[config.mk]
export PLATFORM = sky130hd
export DESIGN_NAME = input_conditioner
export DESIGN_NICKNAME = d
export VERILOG_FILES = /design/src/rtl/synchroniser.sv /design/src/rtl/input_conditioner.sv
export SDC_FILE = /design/constraint.sdc
export NUM_CORES = 1
export LEC_CHECK = 0
export CORE_AREA = 4 4 41 43
export CTS_CLUSTER_SIZE = 30
export DETAILED_ROUTE_END_ITERATION = 12
export DIE_AREA = 0 0 45 47
export DONT_BUFFER_PORTS = 1
export PLACE_DENSITY = 0.3
export SYNTH_ARGS = -nofsm -noshare
export SYNTH_HDL_FRONTEND = slang
export SYNTH_SLANG_ARGS = --single-unit
[constraint.sdc]
create_clock -name clk -period 1.8 [get_ports clk]
set_input_delay 0.27 -clock clk [delete_from_list [all_inputs] [get_ports clk]]
set_output_delay 0.27 -clock clk [all_outputs]
set_load 0.02 [all_outputs]
[src/rtl/synchroniser.sv]
// Multi-stage flop chain bringing asynchronous inputs into the clk domain.
// Ports: clk, reset (async, active-low), d (raw inputs), q (last stage).
module synchroniser #(
  parameter int unsigned WIDTH  = 1,
  parameter int unsigned STAGES = 2
) (
  input  logic             clk,
  input  logic             reset,
  input  logic [WIDTH-1:0] d,
  output logic [WIDTH-1:0] q
);

  (* ASYNC_REG = "TRUE" *)
  logic [WIDTH-1:0] chain [STAGES];

  always_ff @(posedge clk or negedge reset) begin
    if (!reset) begin
      for (int s = 0; s < STAGES; s++)
        chain[s] <= '0;
    end else begin
      chain[0] <= d;
      for (int s = 1; s < STAGES; s++)
        chain[s] <= chain[s-1];
    end
  end

  assign q = chain[STAGES-1];

endmodule

[src/rtl/input_conditioner.sv]
// Synchronises and debounces WIDTH raw inputs; flags accepted edges.
// Ports: clk, reset (async, active-low), d_in, d_out, rise, fall.
module input_conditioner #(
  parameter int unsigned WIDTH      = 1,
  parameter int unsigned STAGES     = 2,
  parameter int unsigned FILTER_LEN = 4
) (
  input  logic             clk,
  input  logic             reset,
  input  logic [WIDTH-1:0] d_in,
  output logic [WIDTH-1:0] d_out,
  output logic [WIDTH-1:0] rise,
  output logic [WIDTH-1:0] fall
);

  localparam int unsigned CW = $clog2(FILTER_LEN + 1);
  localparam logic [CW-1:0] LAST = CW'(FILTER_LEN - 1);

  logic [WIDTH-1:0] sync;

  synchroniser #(
    .WIDTH  (WIDTH),
    .STAGES (STAGES)
  ) u_sync (
    .clk   (clk),
    .reset (reset),
    .d     (d_in),
    .q     (sync)
  );

  for (genvar i = 0; i < WIDTH; i++) begin : g_ch
    logic [CW-1:0] cnt;
    logic          lvl;
    logic          up;
    logic          dn;

    // cnt tracks how long sync has disagreed with lvl;
    // any agreement throws the partial count away.
    always_ff @(posedge clk or negedge reset) begin
      if (!reset) begin
        cnt <= '0;
        lvl <= 1'b0;
        up  <= 1'b0;
        dn  <= 1'b0;
      end else begin
        up <= 1'b0;
        dn <= 1'b0;
        if (sync[i] == lvl) begin
          cnt <= '0;
        end else if (cnt == LAST) begin
          cnt <= '0;
          lvl <= sync[i];
          up  <= sync[i];
          dn  <= ~sync[i];
        end else begin
          cnt <= cnt + CW'(1);
        end
      end
    end

    assign d_out[i] = lvl;
    assign rise[i]  = up;
    assign fall[i]  = dn;
  end

endmodule

; After elaboration in Yosys (flattened, before gate mapping)
; Cells that the tools add are included.
[word_totals]
register_bits = 8
in_bits = 3
[classes]
n_reduce_logical = 1
bitwise = 2
addsub = 1
mux = 6
eq_ne = 2
[op_table]
columns = operator, n
row1 = 3-bit two-way mux, 2
row2 = 1-bit two-way mux, 4
row3 = 3-bit by 1-bit adder with 3-bit output (second input constant), 1
row4 = 3-bit by 2-bit equality test with 1-bit output (second input constant), 1
row5 = 1-bit inverter, 2
row6 = 2-bit AND reduction, 1
row7 = 1-bit equality test, 1

; Longest topological paths before layout
[depth]
depth_word = 3
depth_mapped = 3
mapped_depth_nobuf = 3

; Cells and area by module
; From an unflattened synthesis, not the netlist that was laid out.
[hier_totals]
hier_cells = 17
area_unflattened_um2 = 285.3
[by_module_without_submodules]
columns = module, cells_per_inst, n_inst, area_each_um2, seq_area_each_um2
row1 = input_conditioner, 15, 1, 235.2, 150.1
row2 = synchroniser, 2, 1, 50.0, 50.0

; Least setup slack after synthesis
; Ideal clock, no wire load.
[synth_path]
kind = flip-flop to flip-flop
start = register g_ch[0].cnt[0]
end = register g_ch[0].lvl, in the netlist d_out
period_less_slack_ps = 1116
t_required_ps = 1675
arrival_time_ps = 991
n_path_buf = 0
path_stages_with_launch = 4
path_slack_ps = 684
path_cell_list = dfrtp_1 ha_1 nand2b_4 mux2_2
[synth_via]
elab_chain_cells = 2
[synth_rtl]
columns = element, line_no
row1 = "start, declared", input_conditioner.sv:32  ; logic [CW-1:0] cnt;
row2 = "start signal, assigned", input_conditioner.sv:56  ; cnt <= cnt + CW'(1);
row3 = 3-bit by 2-bit equality test with 1-bit output, input_conditioner.sv:50  ; end else if (cnt == LAST) begin
row4 = 2-bit AND reduction (no line), --
row5 = "end signal, assigned", input_conditioner.sv:52  ; lvl <= sync[i];
row6 = "end, declared", input_conditioner.sv:33  ; logic lvl;
; No other way between the ends.
; A chain may end at the register's enable or synchronous reset.

; Final worst setup path
; Ends and elaborated chain as after synthesis.

==> metrics.md <==
| Metric | Value |
|---|---|
| Critical Path Start Type | `flop` |
| Synthesized area | `285 um2` |
| Average routed wire per standard cell | `11.8 um` |
| Std cell rows | `13` |
| Total power | `478 uW` |
| Worst skew pair latency | `250 ps` |
| WHS | `43.7 ps` |
| Routed wire length | `425 um` |
| Max Cap Viol | `0` |
| Max Clock Freq | `854 MHz` |
| Residual DRC count | `0` |
| Vias | `141` |
| DR iter-0 viols | `1` |
| Fill cells | `141` |
| Slew Limit Headroom | `75.2%` |
| Worst-Margin Slew | `371 ps` |
| Crit path required time | `1940 ps` |
| Initial antenna violation count | `0` |
| Core Area | `1300 um2` |
| # H-tree levels | `1` |
| Die Y | `47 um` |
| Drt via density | `3.92` |
| Dpl hpwl | `293 um` |
| First-pass GRT wire length | `614 um` |
| GRT Total Usage | `4.78%` |
| RSZ-0062 raised after global routing | `no` |
| R2r setup slk | `630 ps` |
| Die X | `45 um` |
| Area leader, netlist | `dfrtp_1` |
| Num ports | `6` |
| Yosys reg bits | `8` |
| Fraction of synthesized cell area taken by the top area cell type | `70.2%` |
| Reg2Reg Depth | `3` |
| Clock Path Buffers | `2` |
| Final hold violation count | `0` |
| Gpl congestion | `0.584` |
| Sum Neg Setup Slack | `0 ps` |
| Final setup viols | `0` |
| Worst slack, placed | `636 ps` |
| Seq/Total Area, Yosys | `70.2%` |
| Synthesized instance count | `17` |
| # diodes | `0` |
| Antenna-violating nets left | `0` |
| Synth Area per Inst | `16.8 um2` |
| WHS Path Cells | `0` |
| Ratio of cells with drive above 1 in the final layout | `23.8%` |
| P&R area growth vs syn | `18.0%` |
| Crit path kind | `reg -> reg` |
| Buffers on Ports | `0` |
| CTS tree | `done` |
| PostCTS Resize Cnt | `0` |
| Worst hold path class | `in -> reg` |
| Cell variety after synth | `7` |
| Setup Skew | `0.733 ps` |
| Clock Tree Root | `clkbuf_4` |
| Largest net degree at the start of global routing | `9` |
| Clock transition at path regs | `60 ps` |
| Crit path DAT | `1310 ps` |
| Starting Density | `21.9%` |
| Fin crit share | `65.1%` |
| Post-synth net total | `21` |
| Area contributors post-synth | `dfrtp_1 70%, nor3b_1 11%, nand2b_4 4.8%, ha_1 4.4%, mux2_2 3.9%` |
| Final net count | `27` |
| PnR worst setup slack | `629 ps` |
| Die ar. | `2120 um2` |
| Synth warn | `0` |
| Vias in the first global route | `142` |
| Sink Count | `8` |
| CP Capture Type | `flop` |
| Max FO, Critical Path | `5` |
| Maximum vdd drop | `0.000289 V` |
| Outcome | `completed` |
| Total CTS buffers | `3` |
| Grt total ovfl | `0` |
| Setup Fix Bufs, Post-CTS | `0` |
| Hold-fix buffers, CTS | `1` |
| Drt pass-1 iters | `4` |
| Crit path time final | `1170 ps` |
| Power Dens Cells | `1420 nW/um2` |
| P_leak | `0.000151 uW` |
| Max-slew violations | `0` |
-- sequential cells by signal, indices dropped and copies added, names as in the netlist --
| register | count |
|---|---|
| g_ch.cnt | 3 |
| d_out | 1 |
| fall | 1 |
| rise | 1 |
| u_sync.chain | 1 |
| u_sync.q | 1 |
-- power breakdown --
part / internal (uW) / switching, uW / leakage [uW]
Sequential: 214 / 44.3 / 0.000103
Combinational: 46.9 / 34.4 / 0.0000339
Clock: 76.4 / 61.9 / 0.0000138
-- cells in the mapped netlist --
cell type / count
dfrtp_1: 8
nor3b_1: 4
and3b_1: 1
ha_1: 1
mux2_2: 1
nand2b_4: 1
xnor2_1: 1
-- area by class of cell --
type	instances	area, um2	area share, %
clock buffers	3	22.5	6.69
well taps	15	18.8	5.58
multi-input cells	9	85.1	25.3
flip-flops and latches	8	200	59.5
repair buffers	1	10.0	2.97
-- placed cells by master, fill, tap and decap left out --
cell type,count
and3b_1,1
clkbuf_4,3
ha_1,1
dfrtp_1,8
xnor2_1,1
mux2_2,1
nor3b_1,4
nand2b_4,1
dlygate4sd3_1,1
-- worst max-delay path: stages, from the launching register on --
cell and delay (ps):
dfrtp_1 380, ha_1 250, nand2b_4 100, mux2_2 330
-- routing by layer --
layer	global-route usage [%]	wire length (um)	up-vias
met4	7.02	18	0
li1	-	-	67
met3	2.30	39	2
met2	4.52	168	7
met5	0	0	-
met1	6.05	198	65
-- cells by family after synthesis --
logic type	share of synthesized area, %
flip-flops	70.2
multiplexers	3.95
XOR/XNOR	3.07
adder cells (fa/ha/maj)	4.39
AND/OR/NAND/NOR	18.4
-- through the flow --
stage | std cells | utilization (%) | area, um2
floorplan | 17 | - | 285
global placement | 32 | 23.4 | 304
detailed placement | 32 | 23.4 | 304
CTS | 36 | 25.9 | 337
global route | 36 | 25.9 | 337
finish | 36 | 25.9 | 337
-- worst paths after layout --
path                                                start                         to
min in group asynchronous                           reset             fall$_DFF_PN0_
worst max-delay path             g_ch[0].cnt[0]$_DFF_PN0_          d_out$_DFFE_PN0P_
max in group asynchronous                           reset   g_ch[0].cnt[0]$_DFF_PN0_
worst min-delay path                                 d_in  u_sync.chain[1]$_DFF_PN0_
worst max register to register   g_ch[0].cnt[0]$_DFF_PN0_          d_out$_DFFE_PN0P_
worst min register to register  u_sync.chain[1]$_DFF_PN0_         u_sync.q$_DFF_PN0_
No activity file was read; power rests on OpenSTA's default activity.
